$ cat src/rtl/intr_handler_mc_pkg.sv
// Shared types and output codes for the multi-channel interrupt handshake handler.
package intr_pkg;

  typedef enum logic [2:0] {
    S_INIT   = 3'd0,
    S_WAIT   = 3'd1,
    S_INTR_1 = 3'd2,
    S_ENIN   = 3'd3,
    S_ENIN_W = 3'd4,
    S_INTR   = 3'd5,
    S_INTR_W = 3'd6,
    S_TOUT   = 3'd7
  } state_e;

  localparam logic [1:0] CC_ENIN  = 2'b01;
  localparam logic [1:0] CC_INTR  = 2'b10;
  localparam logic [1:0] CC_ACKIN = 2'b11;

  localparam logic [1:0] OUT_NORM  = 2'b01;
  localparam logic [1:0] OUT_ACK   = 2'b00;
  localparam logic [1:0] OUT_IDONE = 2'b11;
  localparam logic [1:0] OUT_TOUT  = 2'b10;

endpackage

$ cat src/rtl/intr_handler_mc_rr_arbiter.sv
// Round-robin priority scan: first set request after rr_ptr_i, with wrap-around.
module rr_arbiter #(
  parameter int NCH = 4
) (
  input  logic [NCH-1:0]         eql_i,
  input  logic [$clog2(NCH)-1:0] rr_ptr_i,
  output logic [$clog2(NCH)-1:0] grant_o,
  output logic                   any_o
);

  localparam int IW = $clog2(NCH);

  logic [2*NCH-1:0] dbl;
  logic [NCH-1:0]   rot;

  // rot[k] is the request (rr_ptr_i + 1 + k) mod NCH
  assign dbl   = {eql_i, eql_i};
  assign rot   = NCH'(dbl >> (int'(rr_ptr_i) + 1));
  assign any_o = |eql_i;

  always_comb begin
    grant_o = '0;
    for (int k = NCH - 1; k >= 0; k--) begin
      if (rot[k]) grant_o = IW'((int'(rr_ptr_i) + 1 + k) % NCH);
    end
  end

endmodule

$ cat src/rtl/intr_handler_mc.sv
// Multi-channel enable/interrupt handshake FSM with round-robin grant and per-transaction timeout.
// state    | meaning
// S_INIT   | post-reset, announce normal status
// S_WAIT   | idle, grant into enable handshake
// S_INTR_1 | idle, grant into interrupt handshake
// S_ENIN   | enable handshake, waiting for req drop
// S_ENIN_W | enable done, waiting for req to stay low
// S_INTR   | interrupt handshake, waiting for req drop
// S_INTR_W | interrupt done, waiting for req to stay low
// S_TOUT   | one-cycle timeout report
module intr_handler_mc
  import intr_pkg::*;
#(
  parameter int NCH      = 4,
  parameter int WAIT_MAX = 15,
  parameter int CW       = 4
) (
  input  logic                   clock,
  input  logic                   reset,
  input  logic [NCH-1:0]         eql,
  input  logic                   cont_eql,
  output logic [1:0]             cc_mux,
  output logic [1:0]             uscite,
  output logic                   enable_count,
  output logic                   ackout,
  output logic [$clog2(NCH)-1:0] chan_sel,
  output logic                   timeout
);

  localparam int IW = $clog2(NCH);
  localparam logic [CW-1:0] WAIT_LAST = (WAIT_MAX == 0) ? '0 : CW'(WAIT_MAX - 1);

  state_e        state_q, state_d;
  logic [1:0]    cc_mux_q, cc_mux_d;
  logic [1:0]    uscite_q, uscite_d;
  logic          enable_count_q, enable_count_d;
  logic          ackout_q, ackout_d;
  logic [IW-1:0] chan_sel_q, chan_sel_d;
  logic [IW-1:0] rr_ptr_q, rr_ptr_d;
  logic          timeout_q, timeout_d;
  logic [CW-1:0] wait_cnt_q, wait_cnt_d;

  logic [IW-1:0] grant;
  logic          any;
  logic          req;
  logic          at_limit;

  rr_arbiter #(.NCH(NCH)) u_arb (
    .eql_i    (eql),
    .rr_ptr_i (rr_ptr_q),
    .grant_o  (grant),
    .any_o    (any)
  );

  assign req      = eql[chan_sel_q];
  assign at_limit = (WAIT_MAX != 0) && (wait_cnt_q >= WAIT_LAST);

  always_ff @(posedge clock) begin
    if (reset) begin
      state_q        <= S_INIT;
      cc_mux_q       <= 2'b00;
      uscite_q       <= 2'b00;
      enable_count_q <= 1'b0;
      ackout_q       <= 1'b0;
      chan_sel_q     <= '0;
      rr_ptr_q       <= IW'(NCH - 1);
      timeout_q      <= 1'b0;
      wait_cnt_q     <= '0;
    end else begin
      state_q        <= state_d;
      cc_mux_q       <= cc_mux_d;
      uscite_q       <= uscite_d;
      enable_count_q <= enable_count_d;
      ackout_q       <= ackout_d;
      chan_sel_q     <= chan_sel_d;
      rr_ptr_q       <= rr_ptr_d;
      timeout_q      <= timeout_d;
      wait_cnt_q     <= wait_cnt_d;
    end
  end

  always_comb begin
    state_d = state_q;
    case (state_q)
      S_INIT:   state_d = S_WAIT;
      S_WAIT:   state_d = any ? S_ENIN : S_INTR_1;
      S_INTR_1: state_d = any ? S_INTR : S_WAIT;
      S_ENIN:   state_d = !req ? S_ENIN_W : (at_limit ? S_TOUT : S_ENIN);
      S_ENIN_W: state_d = req ? S_ENIN_W : S_WAIT;
      S_INTR:   state_d = !req ? S_INTR_W : (at_limit ? S_TOUT : S_INTR);
      S_INTR_W: state_d = req ? S_INTR_W : S_WAIT;
      S_TOUT:   state_d = S_WAIT;
      default:  state_d = S_INIT;
    endcase
  end

  always_comb begin
    cc_mux_d       = cc_mux_q;
    uscite_d       = uscite_q;
    ackout_d       = ~cont_eql;
    enable_count_d = ~cont_eql;
    timeout_d      = 1'b0;
    chan_sel_d     = chan_sel_q;
    rr_ptr_d       = rr_ptr_q;
    wait_cnt_d     = wait_cnt_q;
    case (state_q)
      S_INIT: begin
        cc_mux_d = CC_ENIN;
        uscite_d = OUT_NORM;
      end
      S_WAIT, S_INTR_1: begin
        if (any) begin
          chan_sel_d = grant;
          uscite_d   = OUT_ACK;
          cc_mux_d   = CC_ACKIN;
          wait_cnt_d = '0;
        end else begin
          uscite_d = OUT_NORM;
          cc_mux_d = (state_q == S_WAIT) ? CC_INTR : CC_ENIN;
        end
      end
      S_ENIN, S_INTR: begin
        if (req) begin
          // Outputs hold through the cycle that leaves for S_TOUT; the counter saturates.
          uscite_d = OUT_ACK;
          cc_mux_d = CC_ACKIN;
          if (!at_limit && !(&wait_cnt_q)) wait_cnt_d = wait_cnt_q + 1'b1;
        end else if (state_q == S_ENIN) begin
          uscite_d       = OUT_NORM;
          cc_mux_d       = CC_ENIN;
          ackout_d       = 1'b1;
          enable_count_d = 1'b1;
        end else begin
          uscite_d = OUT_IDONE;
          cc_mux_d = CC_INTR;
        end
      end
      S_ENIN_W: begin
        uscite_d = OUT_NORM;
        cc_mux_d = CC_ENIN;
        if (!req) rr_ptr_d = chan_sel_q;
      end
      S_INTR_W: begin
        if (req) begin
          uscite_d = OUT_IDONE;
          cc_mux_d = CC_INTR;
        end else begin
          uscite_d = OUT_NORM;
          cc_mux_d = CC_ENIN;
          rr_ptr_d = chan_sel_q;
        end
      end
      S_TOUT: begin
        timeout_d = 1'b1;
        uscite_d  = OUT_TOUT;
        cc_mux_d  = CC_ENIN;
        rr_ptr_d  = chan_sel_q;
      end
      default: ;
    endcase
  end

  assign cc_mux       = cc_mux_q;
  assign uscite       = uscite_q;
  assign enable_count = enable_count_q;
  assign ackout       = ackout_q;
  assign chan_sel     = chan_sel_q;
  assign timeout      = timeout_q;

endmodule

$ cat config.mk
export PLATFORM = sky130hd
export DESIGN_NAME = intr_handler_mc
export DESIGN_NICKNAME = d
export VERILOG_FILES = /design/src/rtl/intr_handler_mc_pkg.sv /design/src/rtl/intr_handler_mc_rr_arbiter.sv /design/src/rtl/intr_handler_mc.sv
export SDC_FILE = /design/constraint.sdc
export NUM_CORES = 1
export LEC_CHECK = 0
export CAP_MARGIN = 30
export CORE_MARGIN = 2
export CORE_UTILIZATION = 44
export DETAILED_ROUTE_END_ITERATION = 16
export DONT_BUFFER_PORTS = 1
export PLACE_DENSITY = 0.67
export SLEW_MARGIN = 20
export SYNTH_ARGS = -nofsm -noshare
export SYNTH_HDL_FRONTEND = slang
export SYNTH_HIERARCHICAL = 1
export SYNTH_SLANG_ARGS = --single-unit
export TNS_END_PERCENT = 50
$ cat constraint.sdc
create_clock -name clock -period 1.65 [get_ports clock]
set_input_delay 0.2475 -clock clock [delete_from_list [all_inputs] [get_ports clock]]
set_output_delay 0.2475 -clock clock [all_outputs]
set_load 0.03 [all_outputs]
==> results of run 1 <==
## cell usage in the layout (no fill, tap or decap), drive strengths merged, types with 3 or more instances in the layout
cell	instances
a21o	4
inv	6
o21ai	4
nor3	5
buf	10
nor2	21
nor2b	3
a21oi	9
dfxtp	17
clkbuf	4
nand2b	5
nor4	3
nand2	5
nand3	3
## power groups by stage
stage / logic [mW] / registers, mW / clock network, mW
6_report: 0.263 / 0.489 / 0.222
5_1_grt: 0.294 / 0.493 / 0.254
4_1_cts: 0.238 / 0.487 / 0.227
3_5_place_dp: 0.232 / 0.497 / 0
3_3_place_gp: 0.228 / 0.496 / 0
2_1_floorplan: 0.200 / 0.496 / 0
## per-layer routing
metal | GRT usage [%] | up-vias | share of wire [%]
li1 | - | 428 | -
met2 | 27.78 | 20 | 49
met4 | 5.263 | 0 | 1.2
met1 | 23.38 | 413 | 45
met3 | 6.034 | 4 | 4.4
met5 | 0 | - | 0
## cells by family after synthesis
group / after synthesis / share of synthesized area, %
AND/OR/NAND/NOR: 51 / 26.04
AO/OA/AOI/OAI: 29 / 21.26
flip-flops: 17 / 34.21
buffers and inverters: 13 / 10.82
multiplexers: 3 / 4.277
adder cells (fa/ha/maj): 2 / 2.515
XOR/XNOR: 1 / 0.8807
## final cells by class
class / count / area share, %
repair buffers: 11 / 8.068
clock buffers: 4 / 2.386
well taps: 28 / 3.182
flip-flops and latches: 17 / 31.36
multi-input cells: 86 / 52.95
inverters: 6 / 2.045
## what timing repair did
action                                  CTS  global route
pin swaps                                 0             3
buffers inserted                          1             0
cloned                                    0             0
endpoints found under the setup margin    4            12
hold buffers                              0             1
hold endpoints to repair                  0             4
resized for setup                         2            11
## state kept, by name, indices dropped and copies added, names as in the netlist
| signal | cells |
|---|---|
| ackout | 1 |
| cc_mux | 2 |
| chan_sel | 2 |
| rr_ptr_q | 2 |
| state_q | 3 |
| timeout | 1 |
| uscite | 2 |
| wait_cnt_q | 4 |
## worst max path at each step
| stage | startpoint | end | slack (ns) | cells after the start |
|---|---|---|---|---|
| floorplan | chan_sel[0] | wait_cnt_q[0] | 0.004 | 4 |
| global placement | wait_cnt_q[0] | wait_cnt_q[3] | -0.02 | 6 |
| detailed placement | wait_cnt_q[0] | wait_cnt_q[3] | -0.07 | 6 |
| CTS | chan_sel[0] | wait_cnt_q[0] | -0.01 | 4 |
| global route | chan_sel[0] | state_q[2] | -0.1 | 5 |
| finish | chan_sel[0] | wait_cnt_q[0] | -0.03 | 4 |
## stage by stage
| step | worst slack [ns] | cell area [µm²] | TNS [ns] | total power, mW |
|---|---|---|---|---|
| after CTS | -0.01371 | 1050 | -0.02820 | 0.9519 |
| after detailed placement | -0.06864 | 1016 | -0.07935 | 0.7281 |
| final | -0.03169 | 1101 | -0.04872 | 0.9738 |
| after global placement | -0.01544 | 1016 | -0.01544 | 0.7234 |
| after floorplan | 0.003639 | 998.5 | 0 | 0.6961 |
| after global routing | -0.09542 | 1101 | -0.4877 | 1.042 |
==> impl_metrics.env, run 1 <==
export IMPL_status="complete, but fails checks"
export IMPL_violations="negative setup slack"
export IMPL_fin_skew_ns=0.005365
export IMPL_critPathMaxFanout=7
export IMPL_yosysMostFrequentCell="nor2_1"
export IMPL_power_switching_uw=321.3
export IMPL_clock_latency_ns=0.29
export IMPL_ys_warn_count=6
export IMPL_postSynthCellCount=116
export IMPL_finalCritPeriodShare_pct=101.9
export IMPL_hold_slack_ns=0.01473
export IMPL_initial_core_util_pct=45.85
export IMPL_hold_depth=1
export IMPL_hp_start="reset"
export IMPL_crit_buf_inv=0
export IMPL_remaining_drc_errors=0
export IMPL_cellPowerDensity_mw_per_mm2=884.4
export IMPL_p_leak_nw=0.4330
export IMPL_drv_slew=0
export IMPL_worst_setup_path_start_kind="flip-flop"
export IMPL_drt_initial_drc_count=23
export IMPL_peakVddDrop_mv=0.4590
export IMPL_root_buffer="clkbuf_4"
export IMPL_multiInputGateArea_um2=583.1
export IMPL_min_to="state_q[1]"
export IMPL_critPathMaxStageDelay_ns=0.59
export IMPL_crit_type="flip-flop to flip-flop"
export IMPL_r2r_end="wait_cnt_q[0]"
export IMPL_first_global_vias=800
export IMPL_vias_per_cell=5.691
export IMPL_cts_buffers=3
export IMPL_ios=16
export IMPL_hold_violations=0
export IMPL_rsz0062_at_grt="yes"
export IMPL_post_route_min_period_ns=1.682
export IMPL_cpLargestDelayFamily="multiplexers"
export IMPL_num_vias=865
export IMPL_internal_power_uw=652.4
export IMPL_fillCellCount=227
export IMPL_post_route_util_pct=50.75
export IMPL_finalSetupViolations=2
export IMPL_end_kind="flip-flop"
export IMPL_antenna_found_initial=0
export IMPL_pwr_share_comb_pct=27.0
export IMPL_fin_cells=152
export IMPL_synth_edf_count=0
export IMPL_yosys_register_bits=17
export IMPL_io_buffers=0
export IMPL_ys_top_cells_by_count="nor2_1 (21), dfxtp_1 (17), a21oi_1 (9), inv_1 (6)"
export IMPL_grt_pass1_wl_um=3588
export IMPL_ant_nets=0
export IMPL_gr_total_overflow=0
export IMPL_regToRegSetupSlack_ns=-0.03
export IMPL_r2r_start="chan_sel[0]"
export IMPL_area_growth_synth_to_final_pct=10.69
export IMPL_rows=17
export IMPL_avgRoutedWirePerCell_um=14.16
export IMPL_clkSlewWorstSetupHoldPaths_ns=0.10
export IMPL_synthFlopType="dfxtp_1"
export IMPL_tritoncts="done"
export IMPL_slew_limit_headroom_pct=62.10
export IMPL_synthTopCellsByArea="dfxtp_1 (34%), nor2_1 (7.9%), clkbuf_8 (5.5%)"
export IMPL_htreeDepth=1
export IMPL_totalWireLength_um=2153
export IMPL_netlist_area_leader_share_pct=34.21
export IMPL_synth_distinct_cells=40
export IMPL_worst_pin_slew_ns=0.5677
export IMPL_p_seq_share_pct=50.2
export IMPL_r2r_cells=4
export IMPL_synthesis_nets=125
export IMPL_synth_top_area_cell="dfxtp_1"
export IMPL_die_w_um=51.55
export IMPL_arrival_ns=1.86
export IMPL_hold_path_class="primary input to flip-flop"
export IMPL_chipHeight_um=51.55
export IMPL_finalNetCount=134
export IMPL_ff_latch_area_um2=345.3
export IMPL_setup_ws_ns=-0.03169
export IMPL_grt_total_usage_pct=17.84
export IMPL_antenna_cells=0
export IMPL_synthArstFlopShare_pct=0
export IMPL_grt_max_degree=19
export IMPL_coreArea_mm2=0.002170
export IMPL_cts_buffer_depth=2
export IMPL_drv_cap=0
export IMPL_slowest_stage="mux4_2"
export IMPL_dpl_hpwl_um=1474
export IMPL_avgSynthCellArea_um2=8.575
export IMPL_dieArea_mm2=0.002657
export IMPL_clkPwrFrac_pct=22.8
export IMPL_cts_sinks=17
export IMPL_first_pass_iters=4
export IMPL_switching_share_pct=33.00
export IMPL_path_cells="mux4_2 > and4_4 > or2_1 > a22o_1"
export IMPL_syn_area_um2=994.7
export IMPL_max_freq_mhz=594.6
export IMPL_yosysSeqAreaShare_pct=34.21
export IMPL_drive_above_1_share_pct=25.00
export IMPL_gp_congestion=0.8059
export IMPL_dp_cells=146
export IMPL_required_ns=1.83
No activity file was read; power rests on OpenSTA's default activity.
==> run 2: changes to the inputs <==
SKIP_CTS_REPAIR_TIMING = 1   (was default)
==> impl_metrics.env, run 2 (same netlist as run 1, synthesis figures left out) <==
export IMPL_violations="negative setup slack"
export IMPL_power_switching_uw=309.2
export IMPL_fillCellCount=229
export IMPL_first_pass_iters=4
export IMPL_num_vias=850
export IMPL_dieArea_mm2=0.002657
export IMPL_gp_congestion=0.8059
export IMPL_drv_cap=0
export IMPL_grt_max_degree=19
export IMPL_status="complete, but fails checks"
export IMPL_slew_limit_headroom_pct=62.11
export IMPL_drv_slew=0
export IMPL_grt_pass1_wl_um=3588
export IMPL_crit_type="flip-flop to flip-flop"
export IMPL_peakVddDrop_mv=0.4512
export IMPL_cellPowerDensity_mw_per_mm2=883.0
export IMPL_gr_total_overflow=0
export IMPL_rsz0062_at_grt="yes"
export IMPL_tritoncts="done"
export IMPL_post_route_min_period_ns=1.682
export IMPL_avgRoutedWirePerCell_um=13.70
export IMPL_clkSlewWorstSetupHoldPaths_ns=0.10
export IMPL_worst_setup_path_start_kind="flip-flop"
export IMPL_htreeDepth=1
export IMPL_grt_total_usage_pct=17.84
export IMPL_switching_share_pct=32.47
export IMPL_finalSetupViolations=1
export IMPL_hold_violations=0
export IMPL_ios=16
export IMPL_largestRegisters="wait_cnt_q: 4 flops, state_q: 3 flops"
export IMPL_die_w_um=51.55
export IMPL_hold_slack_ns=0.01757
export IMPL_finalCritPeriodShare_pct=101.9
export IMPL_pwr_share_comb_pct=25.7
export IMPL_top_register="wait_cnt_q"
export IMPL_ff_latch_area_um2=345.3
export IMPL_p_seq_share_pct=51.3
export IMPL_hold_path_class="primary input to flip-flop"
export IMPL_antenna_found_initial=0
export IMPL_dpl_hpwl_um=1474
export IMPL_root_buffer="clkbuf_4"
export IMPL_mostFrequentLayoutCells="nor2_1 (21), dfxtp_1 (15), buf_4 (9)"
export IMPL_vias_per_cell=5.629
export IMPL_remaining_drc_errors=0
export IMPL_clkPwrFrac_pct=23.0
export IMPL_final_common_cell="nor2_1"
export IMPL_end_kind="flip-flop"
export IMPL_first_global_vias=799
export IMPL_critPathMaxFanout=8
export IMPL_total_power_uw=952.4
export IMPL_antenna_cells=0
export IMPL_internal_power_uw=643.2
export IMPL_fin_skew_ns=0.003992
export IMPL_p_leak_nw=0.4266
export IMPL_drive_above_1_share_pct=21.95
export IMPL_arrival_ns=1.86
export IMPL_fin_cells=151
export IMPL_chipHeight_um=51.55
export IMPL_dpl_cell_area_mm2=0.001016
export IMPL_max_freq_mhz=594.6
export IMPL_area_growth_synth_to_final_pct=8.427
export IMPL_worst_pin_slew_ns=0.5676
export IMPL_coreArea_mm2=0.002170
export IMPL_rows=17
export IMPL_cts_sinks=17
export IMPL_required_ns=1.83
export IMPL_ant_nets=0
export IMPL_io_buffers=0
export IMPL_initial_core_util_pct=45.85
export IMPL_cts_buffers=3
export IMPL_finalNetCount=133
export IMPL_totalWireLength_um=2069
export IMPL_multiInputGateArea_um2=571.8
export IMPL_postLayoutCellArea_mm2=0.001079
export IMPL_setup_ws_ns=-0.03190
export IMPL_drt_initial_drc_count=9
export IMPL_dp_cells=146
export IMPL_dp_slack_ns=-0.06864
export IMPL_clock_latency_ns=0.28
export IMPL_cts_buffer_depth=2
export IMPL_largest_reg_flops=4
==> run 2: critical path: stages, from the launching register on <==
cell	delay, ns
dfxtp_4	0.36
mux4_2	0.59
and4_4	0.20
or2_1	0.22
a22o_1	0.20
==> run 2: routing by layer <==
layer	wire, µm	up-vias	track usage, %
met5	0	-	0
met4	27	0	5.263
li1	-	426	-
met1	963	398	23.38
met2	974	22	27.78
met3	103	4	6.034
==> run 2: final timing paths <==
| check | cells after the start | slack (ns) | end | from |
|---|---|---|---|---|
| worst max-delay path | 4 | -0.03 | wait_cnt_q[0] | chan_sel[0] |
| worst min-delay path | 1 | 0.02 | state_q[1] | reset |
| worst max register to register | 4 | -0.03 | wait_cnt_q[0] | chan_sel[0] |
| worst min register to register | 1 | 0.56 | wait_cnt_q[2] | wait_cnt_q[2] |
==> run 2: through the flow <==
stage | util (%) | TNS (ns)
after floorplan | - | 0
after detailed placement | 46.83 | -0.07935
after global routing | 49.71 | -0.4201
after global placement | 46.83 | -0.01544
after CTS | 48.04 | -0.1354
final | 49.71 | -0.03190
==> run 2: cell type report <==
type	instances	area share, %
Multi-Input combinational cell	86	53.02
Tap cell	28	3.248
Sequential cell	17	32.02
Clock buffer	4	2.436
Inverter	6	2.088
Timing Repair Buffer	10	7.193
==> run 2: power by group through the flow <==
stage	combinational, mW	sequential, mW	clock (mW)
6_report	0.245	0.489	0.219
2_1_floorplan	0.200	0.496	0
3_3_place_gp	0.228	0.496	0
4_1_cts	0.233	0.487	0.227
5_1_grt	0.275	0.493	0.254
3_5_place_dp	0.232	0.497	0
